### config.mk
export PLATFORM = sky130hd
export DESIGN_NAME = instr_prefetch_unit_flat
export DESIGN_NICKNAME = d
export VERILOG_FILES = /design/src/rtl/instr_prefetch_unit_if.sv /design/src/rtl/instr_prefetch_unit.sv /design/src/flat_wrapper.sv
export SDC_FILE = /design/constraint.sdc
export NUM_CORES = 1
export LEC_CHECK = 0
export CAP_MARGIN = 20
export CORE_MARGIN = 2
export CORE_UTILIZATION = 40
export DETAILED_ROUTE_END_ITERATION = 8
export GPL_ROUTABILITY_DRIVEN = 1
export PLACE_DENSITY = 0.72
export SYNTH_ARGS = -nofsm -noshare
export SYNTH_HDL_FRONTEND = slang
export SYNTH_HIERARCHICAL = 1
export SYNTH_SLANG_ARGS = --single-unit
### constraint.sdc
create_clock -name i_aclk -period 4.7 [get_ports i_aclk]
set_input_delay 0.47 -clock i_aclk [delete_from_list [all_inputs] [get_ports i_aclk]]
set_output_delay 0.47 -clock i_aclk [all_outputs]
set_load 0.05 [all_outputs]
### src/rtl/instr_prefetch_unit_if.sv
// Handshake bundle between the instruction prefetch unit, the I-cache read port,
// the redirect source and the decode stage.
interface instr_prefetch_unit_if #(
  parameter int ADDR_SIZE = 32,
  parameter int INST_SIZE = 32,
  parameter int COUNT_W   = 3
);
  logic                 o_req;
  logic                 i_req_ready;
  logic [ADDR_SIZE-1:0] o_req_addr;
  logic                 i_resp_valid;
  logic [INST_SIZE-1:0] i_resp_instr;
  logic                 i_redirect_valid;
  logic [ADDR_SIZE-1:0] i_redirect_addr;
  logic                 o_instr_valid;
  logic                 i_instr_ready;
  logic [INST_SIZE-1:0] o_instruction;
  logic [ADDR_SIZE-1:0] o_pc;
  logic [ADDR_SIZE-1:0] o_pcplus4;
  logic [COUNT_W-1:0]   o_count;

  modport master (
    output o_req, o_req_addr, o_instr_valid, o_instruction, o_pc, o_pcplus4, o_count,
    input  i_req_ready, i_resp_valid, i_resp_instr, i_redirect_valid, i_redirect_addr,
           i_instr_ready
  );

  modport slave (
    input  o_req, o_req_addr, o_instr_valid, o_instruction, o_pc, o_pcplus4, o_count,
    output i_req_ready, i_resp_valid, i_resp_instr, i_redirect_valid, i_redirect_addr,
           i_instr_ready
  );
endinterface

### src/rtl/instr_prefetch_unit.sv
// In-order instruction prefetch front end: credit-limited cache reads, PC tag FIFO,
// registered instruction queue and redirect flush with stale-response discard.
module instr_prefetch_unit #(
  parameter int                   ADDR_SIZE       = 32,
  parameter logic [ADDR_SIZE-1:0] PC_BASE_ADDR    = {ADDR_SIZE{1'b0}},
  parameter int                   INST_SIZE       = 32,
  parameter int                   FIFO_DEPTH      = 4,
  parameter int                   MAX_OUTSTANDING = 2
) (
  input  logic                  i_aclk,
  input  logic                  i_areset_n,
  instr_prefetch_unit_if.master bus
);
  localparam int STEP  = INST_SIZE / 8;
  localparam int PTR_W = (FIFO_DEPTH > 1) ? $clog2(FIFO_DEPTH) : 1;
  localparam int CNT_W = $clog2(FIFO_DEPTH + 1);
  localparam int OUT_W = $clog2(MAX_OUTSTANDING + 1);
  localparam int TAG_W = (MAX_OUTSTANDING > 1) ? $clog2(MAX_OUTSTANDING) : 1;
  localparam int SUM_W = CNT_W + 1;
  localparam logic [ADDR_SIZE-1:0] STEP_A     = ADDR_SIZE'(STEP);
  localparam logic [ADDR_SIZE-1:0] ALIGN_MASK = ~ADDR_SIZE'(STEP - 1);

  function automatic logic [TAG_W-1:0] tag_inc(input logic [TAG_W-1:0] ptr);
    logic [TAG_W-1:0] nxt;
    if (ptr == TAG_W'(MAX_OUTSTANDING - 1)) begin
      nxt = {TAG_W{1'b0}};
    end else begin
      nxt = ptr + TAG_W'(1);
    end
    return nxt;
  endfunction

  logic [ADDR_SIZE-1:0] fetch_pc_r;
  logic [OUT_W-1:0]     outstanding_r;
  logic [OUT_W-1:0]     discard_r;
  logic [CNT_W-1:0]     count_r;
  logic [PTR_W-1:0]     rd_ptr_r;
  logic [PTR_W-1:0]     wr_ptr_r;
  logic [INST_SIZE-1:0] q_instr_r [FIFO_DEPTH];
  logic [ADDR_SIZE-1:0] q_pc_r    [FIFO_DEPTH];
  logic [ADDR_SIZE-1:0] tag_pc_r  [MAX_OUTSTANDING];
  logic [TAG_W-1:0]     tag_rd_r;
  logic [TAG_W-1:0]     tag_wr_r;

  logic                 redirect_s;
  logic                 resp_s;
  logic                 req_s;
  logic                 req_fire_s;
  logic                 head_valid_s;
  logic                 instr_valid_s;
  logic                 push_s;
  logic                 pop_s;
  logic [SUM_W-1:0]     credit_sum_s;

  // Request credits and queue push/pop qualification.
  always_comb begin
    redirect_s    = bus.i_redirect_valid;
    resp_s        = bus.i_resp_valid;
    credit_sum_s  = SUM_W'(outstanding_r) + SUM_W'(count_r);
    head_valid_s  = (count_r != {CNT_W{1'b0}});
    req_s         = 1'b0;
    push_s        = 1'b0;
    // Every in-flight read holds a queue slot, so a response can never find the queue full.
    if (!redirect_s && (outstanding_r < OUT_W'(MAX_OUTSTANDING)) &&
        (credit_sum_s < SUM_W'(FIFO_DEPTH))) begin
      req_s = 1'b1;
    end else begin
      req_s = 1'b0;
    end
    req_fire_s    = req_s & bus.i_req_ready;
    instr_valid_s = head_valid_s & ~redirect_s;
    pop_s         = instr_valid_s & bus.i_instr_ready;
    if (resp_s && !redirect_s && (discard_r == {OUT_W{1'b0}})) begin
      push_s = 1'b1;
    end else begin
      push_s = 1'b0;
    end
  end

  // Fetch PC, in-flight read count and stale-response discard count.
  always_ff @(posedge i_aclk or negedge i_areset_n) begin
    if (!i_areset_n) begin
      fetch_pc_r    <= PC_BASE_ADDR;
      outstanding_r <= {OUT_W{1'b0}};
      discard_r     <= {OUT_W{1'b0}};
    end else begin
      if (redirect_s) begin
        fetch_pc_r <= bus.i_redirect_addr & ALIGN_MASK;
      end else if (req_fire_s) begin
        fetch_pc_r <= fetch_pc_r + STEP_A;
      end
      outstanding_r <= outstanding_r + OUT_W'(req_fire_s) - OUT_W'(resp_s);
      // Everything still in flight after a redirect belongs to the wrong path.
      if (redirect_s) begin
        discard_r <= outstanding_r - OUT_W'(resp_s);
      end else if (resp_s && (discard_r != {OUT_W{1'b0}})) begin
        discard_r <= discard_r - OUT_W'(1);
      end
    end
  end

  // Instruction queue storage, pointers and occupancy.
  always_ff @(posedge i_aclk or negedge i_areset_n) begin
    if (!i_areset_n) begin
      rd_ptr_r <= {PTR_W{1'b0}};
      wr_ptr_r <= {PTR_W{1'b0}};
      count_r  <= {CNT_W{1'b0}};
      for (int i = 0; i < FIFO_DEPTH; i++) begin
        q_instr_r[i] <= {INST_SIZE{1'b0}};
        q_pc_r[i]    <= {ADDR_SIZE{1'b0}};
      end
    end else if (redirect_s) begin
      rd_ptr_r <= {PTR_W{1'b0}};
      wr_ptr_r <= {PTR_W{1'b0}};
      count_r  <= {CNT_W{1'b0}};
    end else begin
      if (push_s) begin
        q_instr_r[wr_ptr_r] <= bus.i_resp_instr;
        q_pc_r[wr_ptr_r]    <= tag_pc_r[tag_rd_r];
        wr_ptr_r            <= wr_ptr_r + PTR_W'(1);
      end
      if (pop_s) begin
        rd_ptr_r <= rd_ptr_r + PTR_W'(1);
      end
      count_r <= count_r + CNT_W'(push_s) - CNT_W'(pop_s);
    end
  end

  // PC tags of in-flight reads; popped by every response, stale or not.
  always_ff @(posedge i_aclk or negedge i_areset_n) begin
    if (!i_areset_n) begin
      tag_rd_r <= {TAG_W{1'b0}};
      tag_wr_r <= {TAG_W{1'b0}};
      for (int i = 0; i < MAX_OUTSTANDING; i++) begin
        tag_pc_r[i] <= {ADDR_SIZE{1'b0}};
      end
    end else begin
      if (req_fire_s) begin
        tag_pc_r[tag_wr_r] <= fetch_pc_r;
        tag_wr_r           <= tag_inc(tag_wr_r);
      end
      if (resp_s) begin
        tag_rd_r <= tag_inc(tag_rd_r);
      end
    end
  end

  assign bus.o_req         = req_s;
  assign bus.o_req_addr    = fetch_pc_r;
  assign bus.o_instr_valid = instr_valid_s;
  assign bus.o_count       = count_r;
  assign bus.o_instruction = head_valid_s ? q_instr_r[rd_ptr_r] : {INST_SIZE{1'b0}};
  assign bus.o_pc          = head_valid_s ? q_pc_r[rd_ptr_r] : {ADDR_SIZE{1'b0}};
  assign bus.o_pcplus4     = head_valid_s ? (q_pc_r[rd_ptr_r] + STEP_A) : {ADDR_SIZE{1'b0}};

  instr_prefetch_unit_chk #(
    .FIFO_DEPTH      (FIFO_DEPTH),
    .MAX_OUTSTANDING (MAX_OUTSTANDING),
    .CNT_W           (CNT_W),
    .OUT_W           (OUT_W)
  ) u_chk (
    .clk         (i_aclk),
    .rst_n       (i_areset_n),
    .push        (push_s),
    .resp        (resp_s),
    .count       (count_r),
    .outstanding (outstanding_r)
  );
endmodule

// Protocol and credit invariants of the prefetch unit.
module instr_prefetch_unit_chk #(
  parameter int FIFO_DEPTH      = 4,
  parameter int MAX_OUTSTANDING = 2,
  parameter int CNT_W           = 3,
  parameter int OUT_W           = 2
) (
  input logic             clk,
  input logic             rst_n,
  input logic             push,
  input logic             resp,
  input logic [CNT_W-1:0] count,
  input logic [OUT_W-1:0] outstanding
);
  a_no_push_when_full: assert property (@(posedge clk) disable iff (!rst_n)
    !(push && (count == CNT_W'(FIFO_DEPTH))));
  a_outstanding_bound: assert property (@(posedge clk) disable iff (!rst_n)
    outstanding <= OUT_W'(MAX_OUTSTANDING));
  a_no_orphan_resp: assert property (@(posedge clk) disable iff (!rst_n)
    !(resp && (outstanding == {OUT_W{1'b0}})));
endmodule

### src/flat_wrapper.sv
// flat-port wrapper written by rule: the top's interface ports become plain ports
module instr_prefetch_unit_flat 
#(
  parameter int                   ADDR_SIZE       = 32,
  parameter logic [ADDR_SIZE-1:0] PC_BASE_ADDR    = {ADDR_SIZE{1'b0}},
  parameter int                   INST_SIZE       = 32,
  parameter int                   FIFO_DEPTH      = 4,
  parameter int                   MAX_OUTSTANDING = 2
)
  (i_aclk, i_areset_n, bus_o_req, bus_o_req_addr, bus_o_instr_valid, bus_o_instruction, bus_o_pc, bus_o_pcplus4, bus_o_count, bus_i_req_ready, bus_i_resp_valid, bus_i_resp_instr, bus_i_redirect_valid, bus_i_redirect_addr, bus_i_instr_ready);
  instr_prefetch_unit_if #(.ADDR_SIZE(ADDR_SIZE), .INST_SIZE(INST_SIZE), .COUNT_W(($clog2(FIFO_DEPTH + 1)))) bus_i ();
  input  logic i_aclk;
  input  logic i_areset_n;
  output wire logic [$bits(bus_i.o_req)-1:0] bus_o_req;
  output wire logic [$bits(bus_i.o_req_addr)-1:0] bus_o_req_addr;
  output wire logic [$bits(bus_i.o_instr_valid)-1:0] bus_o_instr_valid;
  output wire logic [$bits(bus_i.o_instruction)-1:0] bus_o_instruction;
  output wire logic [$bits(bus_i.o_pc)-1:0] bus_o_pc;
  output wire logic [$bits(bus_i.o_pcplus4)-1:0] bus_o_pcplus4;
  output wire logic [$bits(bus_i.o_count)-1:0] bus_o_count;
  input wire logic [$bits(bus_i.i_req_ready)-1:0] bus_i_req_ready;
  input wire logic [$bits(bus_i.i_resp_valid)-1:0] bus_i_resp_valid;
  input wire logic [$bits(bus_i.i_resp_instr)-1:0] bus_i_resp_instr;
  input wire logic [$bits(bus_i.i_redirect_valid)-1:0] bus_i_redirect_valid;
  input wire logic [$bits(bus_i.i_redirect_addr)-1:0] bus_i_redirect_addr;
  input wire logic [$bits(bus_i.i_instr_ready)-1:0] bus_i_instr_ready;
  assign bus_o_req = bus_i.o_req;
  assign bus_o_req_addr = bus_i.o_req_addr;
  assign bus_o_instr_valid = bus_i.o_instr_valid;
  assign bus_o_instruction = bus_i.o_instruction;
  assign bus_o_pc = bus_i.o_pc;
  assign bus_o_pcplus4 = bus_i.o_pcplus4;
  assign bus_o_count = bus_i.o_count;
  assign bus_i.i_req_ready = bus_i_req_ready;
  assign bus_i.i_resp_valid = bus_i_resp_valid;
  assign bus_i.i_resp_instr = bus_i_resp_instr;
  assign bus_i.i_redirect_valid = bus_i_redirect_valid;
  assign bus_i.i_redirect_addr = bus_i_redirect_addr;
  assign bus_i.i_instr_ready = bus_i_instr_ready;
  instr_prefetch_unit #(.ADDR_SIZE(ADDR_SIZE), .PC_BASE_ADDR(PC_BASE_ADDR), .INST_SIZE(INST_SIZE), .FIFO_DEPTH(FIFO_DEPTH), .MAX_OUTSTANDING(MAX_OUTSTANDING)) u_core (.i_aclk(i_aclk), .i_areset_n(i_areset_n), .bus(bus_i));
endmodule
==> flow_summary.toml <==
[detailed_routing]
drtIter0Drc = 766
wl_met3_mm = 2.038
highest_layer = "met4"
wl_per_cell_um = 18.69
route.met2.wl_mm = 17.79
m1WireLength_mm = 18.60
wirelength_mm = 39.26
via_per_inst = 5.367
first_pass_iters = 7
vias = 11270
drc = 0
final_antenna_net_count = 0

[worst_setup_path]
worst-setup-path-type = "reg -> out"
cp.required_ns = 4.23
worstSetupEndpointType = "primary output"
cp_max_fo = 19
cp-start-kind = "register"
cp.arrival_ns = 4.01

[clocking]
cts_buffers = 39
post_cts_buffers = 0
h-tree-depth = 2
cts_tree = "done"
cts_root_buf = "clkbuf_16"
cts.sinks = 351
insertion_delay_ns = 0.55
clk_pin_slew_ns = 0.06
cts_max_path_buffers = 3

[synth]
synthArstFlopShare = 1.000
ys.flop_type = "dfrtp_1"
syn_area_per_cell_um2 = 12.04
syn-cell-area_um2 = 16620
synth-seq-area-share = 0.5285
yosys_warnings = 6
synth_edf_count = 0
ys_ff_latch = 351
netlist-cell-type-count = 50
netlist_instances = 1380

[floorplan]
initial_core_util = 0.4061
ios = 203
fp.coreArea_um2 = 40920
die_width_um = 207.8
die_y_um = 207.8
rows = 74
die_area_um2 = 43200

[global_routing]
grt_pass1_vias = 11300
grt_max_degree = 131
grt_overflow_total = 0
grt_usage = 0.1824
antenna_found_initial = 0
grt_pass1_wl_mm = 63.30

[power]
p_leak_uw = 0.008944
ir_drop_mv = 0.2847
power_density_nw_per_um2 = 619.0

[sta]
fin_skew_ns = 0.01527
fin_tns_setup_ns = 0
fmax_mhz = 223.2
maxSlewViolCount = 0
period_share = 0.9531
hold_viol = 0
period_minus_slack_ns = 4.480
relSlewSlack = 0.3153
setup-violations-final = 0
rsz0062_at_grt = "false"
setup_slack_ns = 0.2203
tightest_slew_ns = 1.027

[hold_path]
min_path_type = "in -> async"

[placement]
dp.cells = 2031
dpl_worst_slack_ns = 0.6318
numPortBuffers = 194
place_hpwl_mm = 25.59
place.gp.congestion = 0.7857

[finish]
num_antenna_cells = 0
fin_nets = 1624
fin_cells = 2100
areaGrowthSynthToFinish_pct = 22.31
drive_above_1_share = 0.2092

[status]
status = "complete, no violations"

[job]
maxCapViolations = 0
cells by family after synthesis:
group,Yosys count,share of synthesized area
simple gates,387,0.1127
compound gates,195,0.06542
buf+inv,117,0.03094
mux,279,0.2323
xor+xnor,36,0.01897
flops,351,0.5285
other cells,1,0.0002256
fa+ha+maj,14,0.01099
worst max-delay path: stages, from the launching register on:
cell,delay [ns]
dfrtp_4,0.63
mux4_1,0.50
and4_1,0.54
nand3_1,0.18
nor3_1,0.40
nand4_1,0.16
mux2_1,0.34
clkdlybuf4s50_1,0.70
registers in the layout, indices dropped and copies added (netlist names):
signal / flops
u_core/bus.o_count: 3
u_core/discard_r: 2
u_core/q_instr_r: 128
u_core/rd_ptr_r: 2
u_core/outstanding_r: 2
u_core/q_pc_r: 120
u_core/tag_wr_r: 1
u_core/bus.o_req_addr: 30
u_core/tag_pc_r: 60
u_core/wr_ptr_r: 2
u_core/tag_rd_r: 1
final cells by class:
class	instances	area [µm²]
clock buffer	54	1104
clock inverter	15	203.9
fill	3620	20600
inverter	16	60.06
multi-input combinational	917	7377
sequential	351	8788
tap	532	665.6
timing repair buffer	215	2128
power breakdown:
group / internal [µW] / total [µW] / switching (µW)
logic: 2090 / 5120 / 3030
registers: 3840 / 4370 / 536
clock network: 1870 / 3090 / 1220
total: 7800 / 12600 / 4790
cells in the mapped netlist, drive strengths merged, types with 2 or more instances:
master / count / area [µm²]
dfrtp: 351 / 8783
mux2: 185 / 2083
nand2: 185 / 696.9
o21ai: 155 / 775.7
clkbuf: 72 / 270.3
and2: 65 / 406.6
mux4: 62 / 1456
nor2: 51 / 191.4
mux2i: 32 / 320.3
buf: 29 / 183.9
xnor2: 18 / 157.7
xor2: 18 / 157.7
nand3: 17 / 85.08
inv: 16 / 60.06
nand4: 16 / 130.1
nor3: 14 / 70.07
ha: 13 / 162.7
and3: 12 / 80.08
a21oi: 11 / 55.05
a221o: 9 / 90.09
o311ai: 9 / 78.83
nor4: 6 / 58.80
and4: 5 / 48.80
nand2b: 4 / 25.02
nor2b: 4 / 25.02
or3: 4 / 25.02
a31oi: 3 / 18.77
nor3b: 3 / 22.52
a41oi: 2 / 17.52
o221ai: 2 / 17.52
cells in the final DEF, fill, tap and decap left out, types with 13 or more instances in the layout:
master,synthesis,final
nand3_1,17,17
xnor2_1,18,18
xor2_1,18,18
mux4_2,46,46
o21ai_0,155,155
nor2_1,51,51
dfrtp_1,351,349
mux2_2,183,183
nand2_1,184,180
inv_1,16,16
nand4_1,14,14
mux2i_1,32,32
mux4_1,16,16
nor3_1,14,13
clkbuf_16,0,40
ha_1,13,13
clkdlybuf4s50_1,0,192
buf_4,9,18
and2_1,65,65
path summary, 6_finish.rpt:
path                       slack, ns                   endpoint             startpoint  cells after the start
hold / removal                 0.003       u_core/q_instr_r[79]             i_areset_n                      1
max in group asynchronous       3.50       u_core/q_instr_r[93]             i_areset_n                      2
min in group i_aclk             0.16      u_core/bus.o_count[2]   bus_i_redirect_valid                      2
hold reg to reg                 0.47          u_core/q_pc_r[78]      u_core/q_pc_r[78]                      2
setup / recovery                0.22          bus_o_pcplus4[31]     u_core/rd_ptr_r[0]                      7
setup reg to reg                1.79  u_core/bus.o_req_addr[14]  u_core/bus.o_count[1]                      8
routing by layer:
| layer | GRT usage | vias to the layer above |
|---|---|---|
| met5 | 0 | - |
| met4 | 0.04989 | 0 |
| met3 | 0.03737 | 63 |
| met2 | 0.2817 | 306 |
| met1 | 0.2622 | 5672 |
| li1 | - | 5230 |
stage by stage:
step | hold WS [ns] | utilization | cell area [µm²] | total power, µW
6_report | 0.003396 | 0.4967 | 20330 | 12580
5_1_grt | 0.07771 | 0.4967 | 20330 | 13270
4_1_cts | 0.04266 | 0.4966 | 20320 | 12730
3_5_place_dp | 0.4622 | 0.4647 | 19020 | 9572
3_3_place_gp | 0.4535 | 0.4647 | 19020 | 9426
2_1_floorplan | 0.1744 | - | 16640 | 7920
what timing repair did:
| item | CTS | global route |
|---|---|---|
| setup endpoints to repair | 0 | 3 |
| hold buffers | 0 | 0 |
| gates resized for setup | 0 | 1 |
Note: power is estimated with default switching activity, not from simulation.
